===== config.mk =====
export PLATFORM = sky130hd
export DESIGN_NAME = conv_sched_ctrl
export DESIGN_NICKNAME = d
export VERILOG_FILES = /design/src/rtl/conv_sched_ctrl.sv
export SDC_FILE = /design/constraint.sdc
export NUM_CORES = 1
export LEC_CHECK = 0
export CAP_MARGIN = 15
export CORE_ASPECT_RATIO = 0.75
export CORE_MARGIN = 2
export CORE_UTILIZATION = 30
export CTS_CLUSTER_DIAMETER = 40
export DETAILED_ROUTE_END_ITERATION = 8
export PLACE_DENSITY_LB_ADDON = 0.08
export SLEW_MARGIN = 20
export SYNTH_ARGS = -nofsm -noshare
export SYNTH_HDL_FRONTEND = slang
export SYNTH_SLANG_ARGS = --single-unit

===== constraint.sdc =====
create_clock -name clk -period 2.02 [get_ports clk]
set_input_delay 0.202 -clock clk [delete_from_list [all_inputs] [get_ports clk]]
set_output_delay 0.202 -clock clk [all_outputs]
set_load 0.01 [all_outputs]

===== src/rtl/conv_sched_ctrl.sv =====
// Sequencing controller for the 3-D convolution address generator: paces the generator against
// MAC back-pressure, tags beats with partial-sum control and drains. Option: CONV_SCHED_PERF_EN.
module conv_sched_ctrl #(
    parameter int unsigned ADDR_WIDTH    = 16,
    parameter int unsigned DATA_HEIGHT   = 35,
    parameter int unsigned DATA_WIDTH    = 35,
    parameter int unsigned DATA_DEPTH    = 1,
    parameter int unsigned KERNAL_HEIGHT = 5,
    parameter int unsigned KERNAL_WIDTH  = 5,
    parameter int unsigned PIPE_LAT      = 2
) (
    input  logic                  clk,
    input  logic                  rst_n,
    input  logic                  start,
    input  logic                  mac_ready,
    output logic                  busy,
    output logic                  done,
    output logic                  gen_enable,
    output logic                  gen_pause,
    output logic                  addr_valid,
    output logic [ADDR_WIDTH-1:0] anchor_idx,
    output logic [7:0]            depth_idx,
    output logic                  psum_first,
    output logic                  psum_last,
    output logic [31:0]           stall_cycles
);

    localparam int unsigned N = (DATA_WIDTH - KERNAL_WIDTH + 1) *
                                (DATA_HEIGHT - KERNAL_HEIGHT + 1);
    localparam logic [ADDR_WIDTH-1:0] AnchorLast = ADDR_WIDTH'(N - 1);
    localparam logic [7:0]            DepthLast  = 8'(DATA_DEPTH - 1);
    localparam logic [3:0]            DrainLast  = (PIPE_LAT == 0) ? 4'd0 : 4'(PIPE_LAT - 1);

    typedef enum logic [1:0] {StIdle, StRun, StDrain, StDone} state_e;

    state_e                state_q, state_d;
    logic                  gen_enable_q, gen_enable_d;
    logic [ADDR_WIDTH-1:0] anchor_q, anchor_d;
    logic [7:0]            depth_q, depth_d;
    logic [3:0]            drain_q, drain_d;

    logic in_run;
    logic xfer;
    logic at_anchor_last;
    logic last_xfer;

    assign in_run         = (state_q == StRun);
    assign xfer           = in_run & mac_ready;
    assign at_anchor_last = (anchor_q == AnchorLast);
    assign last_xfer      = at_anchor_last & (depth_q == DepthLast);

    always_comb begin
        state_d      = state_q;
        gen_enable_d = gen_enable_q;
        anchor_d     = anchor_q;
        depth_d      = depth_q;
        drain_d      = drain_q;
        unique case (state_q)
            StIdle: begin
                if (start) begin
                    state_d      = StRun;
                    gen_enable_d = 1'b1;
                    anchor_d     = '0;
                    depth_d      = '0;
                end
            end
            StRun: begin
                if (xfer) begin
                    if (last_xfer) begin
                        // Indices return to 0 so they track the generator's wrapped counters.
                        gen_enable_d = 1'b0;
                        anchor_d     = '0;
                        depth_d      = '0;
                        drain_d      = '0;
                        state_d      = (PIPE_LAT == 0) ? StDone : StDrain;
                    end else if (at_anchor_last) begin
                        anchor_d = '0;
                        depth_d  = depth_q + 8'd1;
                    end else begin
                        anchor_d = anchor_q + ADDR_WIDTH'(1);
                    end
                end
            end
            StDrain: begin
                if (drain_q == DrainLast) begin
                    state_d = StDone;
                end else begin
                    drain_d = drain_q + 4'd1;
                end
            end
            StDone: begin
                state_d = StIdle;
            end
            default: begin
                state_d = StIdle;
            end
        endcase
    end

    always_ff @(posedge clk) begin
        if (!rst_n) begin
            state_q      <= StIdle;
            gen_enable_q <= 1'b0;
            anchor_q     <= '0;
            depth_q      <= '0;
            drain_q      <= '0;
        end else begin
            state_q      <= state_d;
            gen_enable_q <= gen_enable_d;
            anchor_q     <= anchor_d;
            depth_q      <= depth_d;
            drain_q      <= drain_d;
        end
    end

    assign busy       = in_run | (state_q == StDrain);
    assign done       = (state_q == StDone);
    assign gen_enable = gen_enable_q;
    assign gen_pause  = ~xfer;
    assign addr_valid = in_run;
    assign anchor_idx = anchor_q;
    assign depth_idx  = depth_q;
    assign psum_first = in_run & (depth_q == 8'd0);
    assign psum_last  = in_run & (depth_q == DepthLast);

`ifdef CONV_SCHED_PERF_EN
    logic [31:0] stall_q, stall_d;

    always_comb begin
        stall_d = stall_q;
        if ((state_q == StIdle) && start) begin
            stall_d = '0;
        end else if (in_run && !mac_ready && (stall_q != '1)) begin
            stall_d = stall_q + 32'd1;
        end
    end

    always_ff @(posedge clk) begin
        if (!rst_n) begin
            stall_q <= '0;
        end else begin
            stall_q <= stall_d;
        end
    end

    assign stall_cycles = stall_q;
`else
    assign stall_cycles = '0;
`endif

endmodule

==> results of run 1 <==
## per-stage QoR
stage	instance area [µm²]	TNS, ns	power, W	hold slack (ns)
final	2840	0	0.00262	0.492
after CTS	2770	-0.146	0.00259	0.491
after detailed placement	2640	-1.56	0.00200	0.483
after floorplan	2160	0	0.00148	0.350
after global routing	2840	-0.751	0.00282	0.523
after global placement	2640	-0.869	0.00199	0.469
## cell type report
class,count,area share
tap,81,0.0357
clock inverter,1,0.00176
inverter,14,0.0185
clock buffer,6,0.0291
multi-input combinational,187,0.459
timing repair buffer,75,0.235
sequential,31,0.221
## worst max-delay path: stages, from the launching register on
cell and delay [ns]:
dfxtp_1 0.31, or4_4 0.56, o41ai_4 0.43, buf_4 0.20
nand4_4 0.14, a21oi_1 0.15, o22ai_1 0.10
## sequential cells by signal, indices dropped and copies added (netlist names)
name	cells
anchor_idx	16
state_q	2
drain_q	4
gen_enable	1
depth_idx	8
## cells in the final DEF (no fill, tap or decap), types with 5 or more instances in the layout
master,instances
nand4_1,7
dfxtp_1,25
xnor2_1,12
dfxtp_2,6
and3_1,5
clkbuf_8,6
o21ai_1,9
conb_1,32
clkdlybuf4s50_1,32
ha_1,9
nand3b_1,6
buf_4,39
nor2_1,21
nand3_1,12
inv_1,12
nand2_1,17
## cells by family (layout without fill, tap and decap cells)
family / count (synthesis) / after routing / synth area share
muxes: 1 / 1 / 0.00497
adders and majority gates: 10 / 10 / 0.0622
AOI/OAI and AO/OA: 31 / 31 / 0.117
other: 1 / 32 / 0.00186
DFF: 31 / 31 / 0.308
xor gates and xnor gates: 16 / 16 / 0.0696
buffers and inverters: 52 / 96 / 0.159
and+or+nand+nor: 97 / 97 / 0.277
## path summary, 6_finish.rpt
check / cells past startpoint / end / from
max reg2reg: 6 / drain_q[2] / anchor_idx[4]
min reg2reg: 2 / gen_enable / gen_enable
max: 6 / drain_q[2] / anchor_idx[4]
min: 2 / gen_enable / gen_enable
## layer usage
layer,track usage,vias to the layer above,routed length (µm),share of wire
li1,-,912,-,-
met1,0.205,857,2710,0.53
met2,0.207,35,2140,0.42
met3,0.0344,5,172,0.034
met4,0.0411,0,47,0.0093
met5,0,-,0,0
## power groups by stage
stage                     registers [W]  logic [W]  clock network [W]
after CTS                      0.000700    0.00136           0.000526
after global routing           0.000709    0.00155           0.000557
final                          0.000701    0.00141           0.000509
after global placement         0.000713    0.00128                  0
after floorplan                0.000741   0.000743                  0
after detailed placement       0.000714    0.00128                  0
## timing repair
item	in CTS	in global routing
gates resized for setup	15	17
pin swaps	6	10
cloned	0	0
setup endpoints to repair	32	31
setup buffers	1	1
==> run summary, run 1 <==
worst reg-to-reg setup slack: 0.01 ns
endpoint class of the critical path: flip-flop
via count: 1,809
number of routed nets with antenna violations: 0
multi-input logic area: 1300 µm²
Final GP Congestion: 0.765
die width: 98.6 µm
number of global-route vias before repair: 1,655
startpoint types: flip-flop
clock latency at the later pin of the worst-skew pair: 0.28 ns
Pleak: 1.11 nW
Final Worst Setup Slack: 0.0145 ns
I/O pin cnt: 67
Final Max Tran Viols: 0
number of synthesized flops with an enable pin: 0
fin util: 0.445
largest net degree at the start of global routing: 23
Storage cell area: 628 µm²
Final Non-Filler Cells: 395
Worst-path clk slew: 0.07 ns
asr flop ratio synth: 0
Worst EP arrival: 2.17 ns
placed insts: 386
Yosys reg bits: 31
Sw Pwr: 0.00101 W
critical path type: flip-flop to flip-flop
Post-synth top flop: dfxtp_1
Final min period: 2.01 ns
num rows: 25
drt wl/cell: 12.8 µm
Initial Util: 0.315
crit-path max FO: 8
Pwr Density: 923 nW/µm²
Pint: 0.00161 W
Max Fclk: 499 MHz
1st-iter DRT viols: 60
leading area contributor after synthesis: dfxtp_1
CTS sink cnt: 31
Remaining DRCs: 0
final WL: 5070 µm
Layout Skew: 0.00402 ns
die footprint: 7390 µm²
unrepaired setup endpoints after global routing: true
Synth area leaders: dfxtp_1 (31%), buf_4 (12%), ha_1 (6.2%)
I/O Buffers: 34
Place WS: -0.270 ns
Detail Placement HPWL: 3910 µm
ant diodes: 0
status: finished clean
clock network power share: 0.195
share of Yosys cell area claimed by the top area cell type: 0.308
DR pass1 iterations: 4
sequential-to-total area share from yosys stat: 0.308
worst vdd ir: 617 µV
Die Height: 74.9 µm
Fillers: 676
Final #Nets: 328
Final setup viols: 0
most frequent cell after synthesis: buf_4
endpoints failing hold: 0
# hold bufs at CTS: 0
H-tree lvl count: 2
most frequent cells after synthesis: buf_4 (33), dfxtp_1 (31), nor2_1 (22)
gr usage total: 0.141
Yosys warnings: 0
grt total ovfl: 0
Mapped Cells: 239
CTS tree: done
total of max-cap violations: 0
count of cell types in the netlist: 43
initial antenna violation count: 0
hold crit path type: flip-flop to flip-flop
synthesis-to-layout area growth: 41.0%
fin crit share: 0.993
Sw Ratio: 0.386
combinational share of power: 0.538
Avg Cell Area, Syn: 8.42 µm²
Req. time, crit path: 2.19 ns
CTS buffer count: 5
CORE AREA: 6380 µm²
share of cells above drive strength 1: 0.261
Longest Clk Path Bufs: 2
synthesized cell area: 2010 µm²
Clock Tree Root: clkbuf_8
Via density: 4.58
first-pass GRT wire length: 8140 µm
Seq pwr share: 0.268
Power figures use the tool's default switching activity.
==> run 2: changes to the inputs <==
--- a/config.mk
+++ b/config.mk
@@ -12,6 +12,7 @@
 export CTS_CLUSTER_DIAMETER = 40
 export DETAILED_ROUTE_END_ITERATION = 8
 export PLACE_DENSITY_LB_ADDON = 0.08
+export SKIP_CTS_REPAIR_TIMING = 1
 export SLEW_MARGIN = 20
 export SYNTH_ARGS = -nofsm -noshare
 export SYNTH_HDL_FRONTEND = slang
==> constraint.sdc (replaced) <==
create_clock -name clk -period 1.7 [get_ports clk]
set_input_delay 0.17 -clock clk [delete_from_list [all_inputs] [get_ports clk]]
set_output_delay 0.17 -clock clk [all_outputs]
set_load 0.01 [all_outputs]
==> run summary, run 2 (synthesis gave the netlist of run 1 again) <==
Pleak: 1.17 nW
Final Non-Filler Cells: 405
overall power after layout: 0.00330 W
number of routed nets with antenna violations: 0
Die Height: 74.9 µm
Max Fclk: 492 MHz
Fillers: 661
Storage cell area: 634 µm²
Pwr Density: 1100 nW/µm²
worst-path cell chain: inv_4 > ha_4 > or4b_4 > nor4_4 > and2_4 > buf_6
endpoints failing hold: 0
Min Hold Slack: 0.496 ns
hold crit path type: flip-flop to flip-flop
die width: 98.6 µm
via count: 1,808
Initial Util: 0.315
num rows: 25
CORE AREA: 6380 µm²
CP max-delay cell: or4b_4
fin crit share: 1.20
Final Worst Setup Slack: -0.333 ns
Bufs and invs on worst path: 2
Worst-path clk slew: 0.07 ns
crit-path max FO: 2
Setup TNS: -7.48 ns
I/O Buffers: 34
I/O pin cnt: 67
max reg flops: 16
Clock Tree Root: clkbuf_8
share of cells above drive strength 1: 0.327
drt wl/cell: 12.5 µm
post-route cell area: 3000 µm²
Layout Skew: 0.00810 ns
Final setup viols: 33
Via density: 4.46
Req. time, crit path: 1.53 ns
status: finished with violations
Top Family by Delay on Critical Path: simple AND/OR/NAND/NOR gates
total of max-cap violations: 0
synthesis-to-layout area growth: 49.0%
Detail Placement HPWL: 3980 µm
violated checks: setup timing
largest net degree at the start of global routing: 13
1st-iter DRT viols: 63
endpoint class of the critical path: output pin
H-tree lvl count: 2
Reg2Reg Depth: 6
Final #Nets: 337
final WL: 5070 µm
Remaining DRCs: 0
Final min period: 2.03 ns
ant diodes: 0
grt total ovfl: 0
worst vdd ir: 639 µV
slowest stage delay, CP: 0.49 ns
Final GP Congestion: 0.787
Hold Crit Depth: 2
Worst EP arrival: 1.86 ns
initial antenna violation count: 0
placed insts: 396
number of global-route vias before repair: 1,628
CTS tree: done
DR pass1 iterations: 4
multi-input logic area: 1380 µm²
Longest Clk Path Bufs: 2
die footprint: 7390 µm²
clock latency at the later pin of the worst-skew pair: 0.28 ns
critical path type: flip-flop to output pin
Placement Cell Area: 2760 µm²
gr usage total: 0.139
unrepaired setup endpoints after global routing: true
CTS buffer count: 5
CTS sink cnt: 31
first-pass GRT wire length: 7950 µm
Worst path depth: 6
Final Max Tran Viols: 0
startpoint types: flip-flop
most frequent cells in the layout: buf_4 (47), conb_1 (32), clkdlybuf4s50_1 (30)
commonest non-fill, non-tap cell in the layout: buf_4
[run 2: final timing paths]
| path | start | to | slack [ns] |
|---|---|---|---|
| worst max register to register | anchor_idx[12] | drain_q[3] | -0.33 |
| worst min-delay path | gen_enable | gen_enable | 0.50 |
| worst min register to register | gen_enable | gen_enable | 0.50 |
| worst max-delay path | depth_idx[0] | psum_last | -0.33 |
[run 2: area by class of cell]
type                            instances  share of cell area
Inverter                               14              0.0184
Clock buffer                            7              0.0254
Sequential cell                        31               0.212
Timing Repair Buffer                   84               0.251
Tap cell                               81              0.0338
Multi-Input combinational cell        187               0.458
Clock inverter                          1             0.00167
[run 2: stage by stage]
step,utilization,worst slack [ns]
detailed placement,0.433,-0.476
global placement,0.433,-0.414
global route,0.470,-0.430
finish,0.470,-0.333
floorplan,-,-0.291
CTS,0.445,-0.799
[run 2: metal layers]
| metal | part of all wire | track usage |
|---|---|---|
| met4 | 0.011 | 0.0411 |
| met1 | 0.53 | 0.211 |
| met2 | 0.42 | 0.192 |
| met3 | 0.040 | 0.0334 |
| met5 | 0 | 0 |
[run 2: where the power goes]
part	total [W]	internal (W)	switching, W
Clock	0.000569	0.000287	0.000282
Combinational	0.00188	0.000914	0.000962
Sequential	0.000850	0.000803	0.0000469
Total	0.00330	0.00200	0.00129
[run 2: tightest hold or removal path: cells and delay by family, from the launching register on]
family	cells	cell delay, ns
DFF	1	0.31
and+or+nand+nor	1	0.05
AOI/OAI and AO/OA	1	0.08
